--- config.mk ---
export PLATFORM = sky130hd
export DESIGN_NAME = lut_sequencer
export DESIGN_NICKNAME = d
export VERILOG_FILES = /design/src/rtl/lut_seq_pkg.sv /design/src/rtl/lut_seq_prescaler.sv /design/src/rtl/lut_sequencer.sv
export SDC_FILE = /design/constraint.sdc
export NUM_CORES = 1
export LEC_CHECK = 0
export CAP_MARGIN = 5
export CORE_UTILIZATION = 46
export DETAILED_ROUTE_END_ITERATION = 8
export PLACE_DENSITY_LB_ADDON = 0.15
export SETUP_SLACK_MARGIN = 0.4
export SYNTH_ARGS = -nofsm -noshare
export SYNTH_HDL_FRONTEND = slang
export SYNTH_HIERARCHICAL = 1
export SYNTH_SLANG_ARGS = --single-unit
--- constraint.sdc ---
create_clock -name clock -period 2.4 [get_ports clock]
set_input_delay 0.24 -clock clock [delete_from_list [all_inputs] [get_ports clock]]
set_output_delay 0.24 -clock clock [all_outputs]
set_load 0.05 [all_outputs]
--- src/rtl/lut_seq_pkg.sv ---
// Shared types and constants for the table-driven pattern sequencer.
package lut_seq_pkg;

  localparam int W       = 5;
  localparam int ENTRIES = 5;
  localparam int PRE_W   = 6;

  // Entry value treated as end-of-sequence when LUT_SEQ_STOP_CODE_EN is defined.
  localparam logic [W-1:0] STOP_CODE = 5'h1F;

  typedef enum logic [1:0] {
    ST_IDLE  = 2'd0,
    ST_LOAD  = 2'd1,
    ST_RUN   = 2'd2,
    ST_EMPTY = 2'd3
  } state_e;

  // Maps the step-rate select to the prescaler terminal count (D-1).
  function automatic logic [PRE_W-1:0] div_tc(input logic [1:0] sel);
    logic [PRE_W-1:0] tc;
    case (sel)
      2'b00:   tc = 6'd0;
      2'b01:   tc = 6'd3;
      2'b10:   tc = 6'd15;
      default: tc = 6'd63;
    endcase
    return tc;
  endfunction

endpackage

--- src/rtl/lut_seq_prescaler.sv ---
// Step-rate prescaler: counts enabled cycles and ticks on the terminal count.
module lut_seq_prescaler
  import lut_seq_pkg::*;
(
  input  logic             clock,
  input  logic             rst,
  input  logic             en,
  input  logic             clr,
  input  logic [PRE_W-1:0] tc,
  output logic             tick
);

  logic [PRE_W-1:0] cnt_q, cnt_d;

  // The tick is the cycle in which the counter wraps back to zero.
  assign tick = en & ~clr & (cnt_q == tc);

  // Next count: clear wins, otherwise advance only while enabled.
  always_comb begin
    cnt_d = cnt_q;
    if (clr) begin
      cnt_d = '0;
    end else if (en) begin
      cnt_d = (cnt_q == tc) ? '0 : cnt_q + 1'b1;
    end
  end

  // Counter register.
  always_ff @(posedge clock) begin
    if (rst) begin
      cnt_q <= '0;
    end else begin
      cnt_q <= cnt_d;
    end
  end

endmodule

--- src/rtl/lut_sequencer.sv ---
// Table-driven pattern sequencer: snapshots five entries when the loader
// finishes and plays them cyclically, one entry per D enabled cycles.
// Optional feature macro: LUT_SEQ_STOP_CODE_EN (entry 5'h1F ends the sequence).
module lut_sequencer
  import lut_seq_pkg::*;
(
  input  logic         clock,
  input  logic         rst,
  input  logic         load_done,
  input  logic [W-1:0] entry0,
  input  logic [W-1:0] entry1,
  input  logic [W-1:0] entry2,
  input  logic [W-1:0] entry3,
  input  logic [W-1:0] entry4,
  input  logic [1:0]   clk_sel,
  input  logic         en,
  output logic [W-1:0] state_out,
  output logic [2:0]   idx,
  output logic         running,
  output logic         step_pulse,
  output logic         wrap
);

  state_e       state_q, state_d;
  logic         ld_prev_q, ld_prev_d;
  logic         ld_rise_q, ld_rise_d;
  logic [W-1:0] tbl_q [ENTRIES];
  logic [W-1:0] tbl_d [ENTRIES];
  logic [1:0]   sel_q, sel_d;
  logic [2:0]   idx_q, idx_d;
  logic [W-1:0] state_out_q, state_out_d;
  logic         running_q, running_d;
  logic         step_pulse_q, step_pulse_d;
  logic         wrap_q, wrap_d;
  logic [2:0]   idx_nxt;

  logic pre_en;
  logic pre_clr;
  logic pre_tick;

  // Prescaler runs only in RUN with en high; anything else holds it at zero.
  assign pre_en  = (state_q == ST_RUN) & en;
  assign pre_clr = (state_q != ST_RUN) | ~load_done;

  lut_seq_prescaler u_prescaler (
    .clock (clock),
    .rst   (rst),
    .en    (pre_en),
    .clr   (pre_clr),
    .tc    (div_tc(sel_q)),
    .tick  (pre_tick)
  );

  // FSM next state, snapshot capture, index advance and registered outputs.
  always_comb begin
    ld_prev_d    = load_done;
    ld_rise_d    = load_done & ~ld_prev_q;
    state_d      = state_q;
    tbl_d        = tbl_q;
    sel_d        = sel_q;
    idx_d        = idx_q;
    state_out_d  = state_out_q;
    running_d    = running_q;
    step_pulse_d = 1'b0;
    wrap_d       = 1'b0;

    idx_nxt = (idx_q == 3'(ENTRIES - 1)) ? 3'd0 : idx_q + 3'd1;
`ifdef LUT_SEQ_STOP_CODE_EN
    if (tbl_q[idx_nxt] == STOP_CODE) begin
      idx_nxt = 3'd0;
    end
`endif

    case (state_q)
      ST_IDLE: begin
        idx_d       = '0;
        state_out_d = '0;
        running_d   = 1'b0;
        if (ld_rise_q) begin
          state_d = ST_LOAD;
        end
      end

      ST_LOAD: begin
        tbl_d[0] = entry0;
        tbl_d[1] = entry1;
        tbl_d[2] = entry2;
        tbl_d[3] = entry3;
        tbl_d[4] = entry4;
        sel_d    = clk_sel;
        idx_d    = '0;
        if (!load_done) begin
          state_d     = ST_IDLE;
          state_out_d = '0;
          running_d   = 1'b0;
`ifdef LUT_SEQ_STOP_CODE_EN
        end else if (entry0 == STOP_CODE) begin
          state_d     = ST_EMPTY;
          state_out_d = '0;
          running_d   = 1'b0;
`endif
        end else begin
          state_d     = ST_RUN;
          state_out_d = entry0;
          running_d   = 1'b1;
        end
      end

      ST_RUN: begin
        if (!load_done) begin
          state_d     = ST_IDLE;
          idx_d       = '0;
          state_out_d = '0;
          running_d   = 1'b0;
        end else if (pre_tick) begin
          idx_d        = idx_nxt;
          state_out_d  = tbl_q[idx_nxt];
          step_pulse_d = 1'b1;
          wrap_d       = (idx_nxt == 3'd0);
        end
      end

      default: begin
        idx_d       = '0;
        state_out_d = '0;
        running_d   = 1'b0;
        if (!load_done) begin
          state_d = ST_IDLE;
        end
      end
    endcase
  end

  // State, snapshot and output registers; reset clears everything.
  always_ff @(posedge clock) begin
    if (rst) begin
      state_q      <= ST_IDLE;
      ld_prev_q    <= 1'b0;
      ld_rise_q    <= 1'b0;
      sel_q        <= '0;
      idx_q        <= '0;
      state_out_q  <= '0;
      running_q    <= 1'b0;
      step_pulse_q <= 1'b0;
      wrap_q       <= 1'b0;
      for (int i = 0; i < ENTRIES; i++) begin
        tbl_q[i] <= '0;
      end
    end else begin
      state_q      <= state_d;
      ld_prev_q    <= ld_prev_d;
      ld_rise_q    <= ld_rise_d;
      sel_q        <= sel_d;
      idx_q        <= idx_d;
      state_out_q  <= state_out_d;
      running_q    <= running_d;
      step_pulse_q <= step_pulse_d;
      wrap_q       <= wrap_d;
      tbl_q        <= tbl_d;
    end
  end

  assign state_out  = state_out_q;
  assign idx        = idx_q;
  assign running    = running_q;
  assign step_pulse = step_pulse_q;
  assign wrap       = wrap_q;

endmodule

Word-level counts from Yosys, hierarchy flattened:

Cells that the tools add are included.

* register bits after elaboration: 48
* input port bits: 31
* output and inout bits: 11
* logic and storage cells: 65

* add/subtract/negate cells: 2
* order comparisons: 1
* equality and inequality tests: 11
* multiplexer cells: 18
* bitwise operators: 11
* reductions and logical operators: 7

Operators with widths (count)
* 5-bit two-way mux: 5
* 6-bit one-hot mux with 3 select lines: 1
* 5-bit binary-select mux with 3-bit select: 1
* 5-bit one-hot mux with 2 select lines: 1
* 6-bit by 1-bit adder with 6-bit output (second input constant): 1
* 6-bit equality test: 1
* 2-bit two-way mux: 3
* 6-bit two-way mux: 1
* 2-bit != test (second input constant): 3
* 1-bit NOT: 5
* 1-bit AND: 4
* 2-bit by 1-bit equality test with 1-bit output (second input constant): 2
* 2-bit equality test (second input constant): 2
* 4-bit greater-or-equal comparator (second input constant): 1
* 2-bit logical NOT: 2
* 3-bit NOT with 4-bit output: 1
* 2-bit one-hot mux with 2 select lines: 1
* 4-bit OR reduction: 1
* 3-bit by 1-bit adder with 3-bit output (second input constant): 1
* 3-bit equality test (second input constant): 1
* 3-bit logical NOT: 1
* 1-bit two-way mux: 3
* 3-bit two-way mux: 1
* 3-bit by 1-bit != test with 1-bit output (second input constant): 1
* 6 further kinds: 6

Depth between registers and ports, before layout:

Gate-level depths: netlist of the first run.

* depth in word-level cells: 9
* depth in mapped cells: 12
* mapped depth without buffers: 9

By module:

The synthesis of the first run kept the hierarchy.

Modules (own cells, without submodules)
* lut_sequencer: times used 1, cells an instance 167, area an instance 1795.5 um^2, sequential area each 840.8 um^2
* lut_seq_prescaler: times used 1, cells an instance 38, area an instance 379.1 um^2, sequential area each 120.1 um^2

Worst setup path after synthesis of the first run:

No wires, ideal clock.

* path type: register to register
* start: reg idx_q[0] (netlist: idx[0])
* end: reg state_out_q[0] (netlist: state_out[0])
* setup time: 122 ps
* data arrival time: 2230 ps
* data required time: 2278 ps
* setup slack: 48 ps
* cell stages (with the launch flop): 6
* buffers on the path: 0
* period minus slack after synthesis: 2352 ps
* cells stage by stage: dfxtp_1 -> inv_1 -> ha_1 -> a21oi_2 -> mux4_2 -> a221o_1

* cells in the longest elaborated chain, start to end: 9
* elaborated cells between the ends (all ways): 10
* those cells by class: add/sub (1); eq/ne (1); mux (7); bitwise (1)

RTL lines
* start: declaration: line lut_sequencer.sv:30 `logic [2:0] idx_q, idx_d;`
* start signal: assignment: line lut_sequencer.sv:154 `idx_q <= idx_d;`
* 3-bit by 1-bit adder with 3-bit output or 3-bit equality test (tied branches): line lut_sequencer.sv:67 `idx_nxt = (idx_q == 3'(ENTRIES - 1)) ? 3'd0 : idx_q + 3'd1;`
* 3-bit two-way mux (*): line lut_sequencer.sv:67
* 3-bit NOT with 4-bit output (implied by the code) (*): line lut_sequencer.sv:117 `state_out_d = tbl_q[idx_nxt];`
* 5-bit binary-select mux with 3-bit select (*): line lut_sequencer.sv:117
* 5-bit two-way mux (implied by the code) (*) (2 in a row): line lut_sequencer.sv:117
* 5-bit two-way mux (*): line lut_sequencer.sv:115 `end else if (pre_tick) begin`
* 5-bit two-way mux (*): line lut_sequencer.sv:110 `if (!load_done) begin`
* 5-bit one-hot mux with 2 select lines (*): line lut_sequencer.sv:74 `case (state_q)`
* end signal: assignment: line lut_sequencer.sv:155 `state_out_q <= state_out_d;`
* end: declaration: line lut_sequencer.sv:31 `logic [W-1:0] state_out_q, state_out_d;`

Mark *: on every way between the ends. The rest lies on a longest branch, timed or not. The select of a mux whose other input is x is not followed.
A chain may end at the register's enable or synchronous reset.

Worst setup path in the final report of the first run:

* start: reg sel_q[1]
* end: reg state_out_q[3] (netlist: state_out[3])

* cells in the longest elaborated chain, start to end: 5
* elaborated cells between the ends (all ways): 7
* those cells by class: eq/ne (4); mux (1); bitwise (1); reduce/logical (1)

RTL lines
* start: declaration: line lut_sequencer.sv:29 `logic [1:0] sel_q, sel_d;`
* start signal: assignment: line lut_sequencer.sv:153 `sel_q <= sel_d;`
* 2-bit equality test, or another cell as far along: line lut_seq_pkg.sv:21 `case (sel)`
* 6-bit one-hot mux with 3 select lines (*): line lut_seq_pkg.sv:21
* 6-bit equality test (*): line lut_seq_prescaler.sv:16 `assign tick = en & ~clr & (cnt_q == tc);`
* 1-bit AND (*): line lut_seq_prescaler.sv:16
* named net pre_tick: line lut_sequencer.sv:39 `logic pre_tick;`
* 3-bit != test (no source line) (*)

The timed path passes the listed nets; every way through them passes the cells marked *.

==> results of run 1 <==
[per-layer routing]
metal  global-route usage, %  vias up  wire [µm]
met5                       0        -          0
met4                    6.67        0         66
met3                    5.56        7        139
met2                    33.5       31       2200
met1                    22.8      785       2030
li1                        -      827          -
[cells by family (layout without fill, tap and decap cells)]
family,count (synthesis),count (layout),synth area share [%]
DFF,48,48,44.2
AOI/OAI and AO/OA,24,24,9.44
adders and majority gates,6,6,3.45
xor gates and xnor gates,10,10,4.03
muxes,36,36,19.4
and+or+nand+nor,63,63,15.6
buffers and inverters,18,68,3.85
[where the power goes]
part | leakage (nW) | internal [W] | total [W] | switching [W]
registers | 0.392 | 0.000823 | 0.000837 | 0.0000149
clock network | 0.0455 | 0.000235 | 0.000493 | 0.000258
logic | 0.592 | 0.000105 | 0.000181 | 0.0000754
total | 1.03 | 0.00116 | 0.00151 | 0.000348
[worst register-to-register path, stage by stage (launching register included)]
cell and delay (ns):
dfxtp_4 0.36, or2_4 0.25, xor2_2 0.15, nor3_2 0.17, and3b_2 0.24, and4bb_2 0.29, a32o_1 0.22, a221o_1 0.26
[placed cells by master, fill, tap and decap left out, drive strengths merged, types with 6 or more instances in the layout]
cell | netlist | layout
ha | 6 | 6
a211oi | 6 | 6
dfxtp | 48 | 48
nor2 | 33 | 33
buf | 8 | 13
mux2i | 31 | 31
clkbuf | 4 | 8
xor2 | 6 | 6
inv | 6 | 6
clkdlybuf4s50 | 0 | 41
[through the flow]
stage                     worst slack, ns  hold WS (ns)  utilization (%)
final                               0.365         0.390             63.5
after detailed placement            0.149         0.381             60.1
after CTS                           0.368         0.393             63.3
after global routing                0.274         0.404             63.5
after global placement              0.184         0.374             60.1
after floorplan                     0.239         0.368                -
[timing repair]
item,CTS,global route
resized for setup,4,2
endpoints found under the hold margin,0,0
endpoints found under the setup margin,5,5
pin swaps,9,1
buffers inserted,5,0
[sequential cells by signal, summed over array words and instances (netlist names)]
register	cells
tbl_q	25
u_prescaler/cnt_q	6
state_out	5
idx	3
sel_q	2
state_q	2
ld_prev_q	1
ld_rise_q	1
running	1
step_pulse	1
wrap	1
[worst min-delay path by stage]
stage / cells after the start / slack [ns] / from / end
floorplan: 1 / 0.37 / ld_prev_q / ld_rise_q
global placement: 1 / 0.37 / ld_prev_q / ld_rise_q
detailed placement: 1 / 0.38 / ld_prev_q / ld_rise_q
CTS: 1 / 0.39 / ld_prev_q / ld_rise_q
global route: 1 / 0.40 / ld_prev_q / ld_rise_q
finish: 1 / 0.39 / ld_prev_q / ld_rise_q
[cell type report]
cell class / instances / area [µm²]
Clock buffer: 8 / 90.1
Fill cell: 396 / 1620
Inverter: 6 / 22.5
Multi-Input combinational cell: 139 / 1170
Sequential cell: 48 / 970
Tap cell: 52 / 65.1
Timing Repair Buffer: 54 / 508
==> run metrics, run 1 <==
RSZ-0062 raised after global routing=yes; Tmin final=around 2.0 ns; final cell count without fillers=307; violated checks=design-rule violations; crit path capture=state_out[3]; CP delay by family, top=simple AND/OR/NAND/NOR gates; Max Root-Sink Buffers=2; fin area=0.00282 mm²; first-pass GRT wire length=between 7 and 8 mm; outcome=finished with violations; crit path DAT=about 2.2 ns; top area cells in the synthesized netlist=dfxtp_1 (44%), mux2i_1 (14%), nor2_1 (5.7%); GPL Wtd Cong=about 0.75; Worst R2R Start=sel_q[1]; htree depth=2; worst-path cell chain=or2_4 -> xor2_2 -> nor3_2 -> and3b_2 -> and4bb_2 -> a32o_1 -> a221o_1; Yosys top cell by area=dfxtp_1; synthesized area per cell=between 10 and 15 µm²; post-DP HPWL=about 3.2 mm; Crit Path Class=reg -> reg; reg2reg path depth=7; IO Pins=42; antenna viol nets, final=0; final-stage net count=291; Worst VDD drop=a little over 0.0003 V; Crit Path Max Fanout=5; Final Power=approximately 0.0015 W; reg-to-reg slack, setup=about 0.36 ns; Buf+Inv Stages, Crit Path=0; clock root buffer=clkbuf_8; Sum Neg Setup Slack=0 ns; Leakage=1.03 nW; Final period util=84.8%; DR pass1 iterations=6; CP endpoint kind=register; initial core utilization=48.9%; initial antenna violation count=0; grt total ovfl=0; maxcap violations=0; synthesis-to-layout area growth=29.7%; r2r endpoint=state_out[3]; net count after synthesis=approximately 240; Critical Path RT=roughly 2.6 ns; CTS tree=built; drt initial violations=approximately 60; Layout Skew=approximately 0.0053 ns; Commonest cells post-synth=dfxtp_1 (48), nor2_1 (33), mux2i_1 (31); CP max stage delay=~0.36 ns; TritonCTS buffer count=5; Via Count=1650; Clock transition at path regs=roughly 0.080 ns; layout cells sized above 1=about 18%; final WL=4.43 mm; Inserted Diodes=0; # port buffers=a little over 40; DP Cell Count=294; Die Y=between 70 and 80 µm; Post-synth EDFFs=0; Synth Flop Type=dfxtp_1; Ys Warns=6; Hold Fails Final Rpt=0; min-delay worst type=reg -> reg; Residual DRC=2; worst skew pair latency=~0.30 ns; GRT Total Usage=between 10% and 20%; Pwr per Cell Area=about 540 mW/mm²; final setup fails=0; Slew HR=between 60% and 70%; wire length per cell=approximately 14 µm; count leader, synth=dfxtp_1; post-synthesis sequential area ratio=~44%; post-synth top area share=44.2%; crit path launch=sel_q[1]; hold_buf cts=0; Slew Limit Fails=0; largest net degree at the start of global routing=31; Cell variety after synth=40; Post-synth ARST share=0%; Synth Instances=~200; Area after DPL=0.00267 mm²; Crit-path slowest cell=dfxtp_4; Post-Synthesis Cell Area=roughly 0.0022 mm²; Core Area=around 0.0044 mm²; Num Clock Sinks=48; vias in the first global route=1628; Worst-Margin Slew=~0.5 ns; stages on the worst setup path=7; CP startpoint kind=register; Max Clock Freq=~500 MHz; Die Wd=70.8 µm; Rows=24; DR vias/cell=approximately 5.4; Die ar.=between 0.005 and 0.006 mm²; Synth Register Bits=48
No activity file was read; power rests on OpenSTA's default activity.
==> run 2, diff against run 1 <==
Clock period 2.4 ns to 1.8 ns, I/O delays scaled along.
==> run metrics, run 2 (synthesis results as in run 1) <==
final setup fails=6; Residual DRC=2; outcome=finished with violations; initial core utilization=around 49%; antenna viol nets, final=0; CP max stage delay=about 0.36 ns; first-pass GRT wire length=8.06 mm; Final period util=112%; clock root buffer=clkbuf_8; post-DP HPWL=~3.4 mm; Rows=24; Slew HR=a little under 70%; Core Area=about 0.0044 mm²; Worst VDD drop=0.000448 V; final WL=roughly 5 mm; final cell count without fillers=330; crit path DAT=approximately 2.2 ns; Hold Fails Final Rpt=0; htree depth=2; RSZ-0062 raised after global routing=yes; GPL Wtd Cong=about 0.84; Clock transition at path regs=0.09 ns; layout cells sized above 1=31.3%; fin util=roughly 72%; Via Count=about 1800; Num Clock Sinks=48; Layout Skew=0.00560 ns; CP endpoint kind=register; hold_buf cts=0; Die Y=just over 70 µm; Buf+Inv Stages, Crit Path=1; Crit-path slowest cell=a221o_1; wire length per cell=between 15 and 20 µm; max FFs per register=25; Crit Path Class=reg -> reg; # port buffers=41; Pwr per Cell Area=705 mW/mm²; DR vias/cell=5.36; CP delay by family, top=simple AND/OR/NAND/NOR gates; initial antenna violation count=0; post-route setup slack=-0.215 ns; Tmin final=2.01 ns; min-delay worst type=reg -> reg; Crit Path Max Fanout=5; drt initial violations=between 50 and 60; Die Wd=slightly above 70 µm; Critical Path RT=1.99 ns; Area after DPL=0.00283 mm²; Largest Register=tbl_q; fin area=between 0.003 and 0.004 mm²; largest net degree at the start of global routing=25; commonest cells after routing, fill and taps aside=dfxtp_1 (42), nor2_1 (33), clkdlybuf4s50_1 (30), mux2i_1 (29), buf_4 (26); commonest non-fill, non-tap cell in the layout=dfxtp_1; DR pass1 iterations=6; synthesis-to-layout area growth=46.7%; Inserted Diodes=0; IO Pins=42; GRT Total Usage=between 20% and 30%; Final Power=between 0.002 and 0.0025 W; Slew Limit Fails=0; Max Root-Sink Buffers=2; Die ar.=roughly 0.005 mm²; Leakage=between 1 and 1.5 nW; maxcap violations=0; DP Cell Count=between 300 and 400; grt total ovfl=0; Worst-Margin Slew=0.492 ns; violated checks=design-rule violations, negative setup slack; Fillers=approximately 330; TritonCTS buffer count=5; dpl ws=-0.261 ns; worst skew pair latency=between 0.2 and 0.3 ns; vias in the first global route=1748; Max Clock Freq=around 500 MHz; worst-path cell chain=or2_4 -> xnor2_2 -> and4_4 -> and3b_2 -> nand4b_1 -> inv_1 -> o2111a_2 -> a221o_1; CP startpoint kind=register; CTS tree=built; final-stage net count=314
==> run 2: cell count changes in the layout (fill, tap and decap cells not counted), sizes merged <==
cell | previous run | this run
buf | 13 | 34
clkdlybuf4s50 | 41 | 30
clkdlybuf4s15 | 0 | 6
dlygate4sd2 | 0 | 5
bufinv | 0 | 1
clkbuf | 8 | 9
==> run 2: final cells by class <==
type	instances	area (µm²)	share of cell area, %
Multi-Input combinational cell	139	1240	38.7
Timing Repair Buffer	77	772	24.2
Tap cell	52	65.1	2.04
Sequential cell	48	968	30.4
Clock inverter	1	30.0	0.941
Inverter	6	22.5	0.706
Clock buffer	7	96.3	3.02
==> run 2: metal layers <==
| metal | vias up | global-route usage [%] | routed length (µm) |
|---|---|---|---|
| met5 | - | 0 | 0 |
| met4 | 0 | 5.33 | 36 |
| met3 | 4 | 3.56 | 117 |
| met2 | 26 | 38.5 | 2740 |
| met1 | 860 | 24.6 | 2190 |
| li1 | 878 | - | - |
==> run 2: path summary, 6_finish.rpt <==
| check | depth (start not counted) | slack (ns) | start | endpoint |
|---|---|---|---|---|
| setup / recovery | 8 | -0.21 | sel_q[1] | state_out[3] |
| hold reg to reg | 1 | 0.39 | ld_prev_q | ld_rise_q |
| setup reg to reg | 8 | -0.21 | sel_q[1] | state_out[3] |
| hold / removal | 1 | 0.39 | ld_prev_q | ld_rise_q |
==> run 2: metrics by stage <==
stage               hold slack, ns  TNS, ns
floorplan                    0.327    -1.82
global placement             0.371    -1.20
detailed placement           0.380    -1.37
CTS                          0.392    -1.22
global route                 0.416    -1.51
finish                       0.392    -1.15
==> run 2: what timing repair did <==
action / 4_1_cts / 5_1_grt
pin swaps: 11 / 4
setup buffers: 3 / 1
gates resized for setup: 40 / 15
cloned: 1 / 2
setup endpoints to repair: 57 / 35
==> run 2: report_power, final <==
part	switching [W]	leakage [nW]	total (W)	internal [W]
clock	0.000340	0.0645	0.000830	0.000490
combinational	0.000120	0.775	0.000304	0.000184
sequential	0.0000190	0.392	0.00112	0.00110
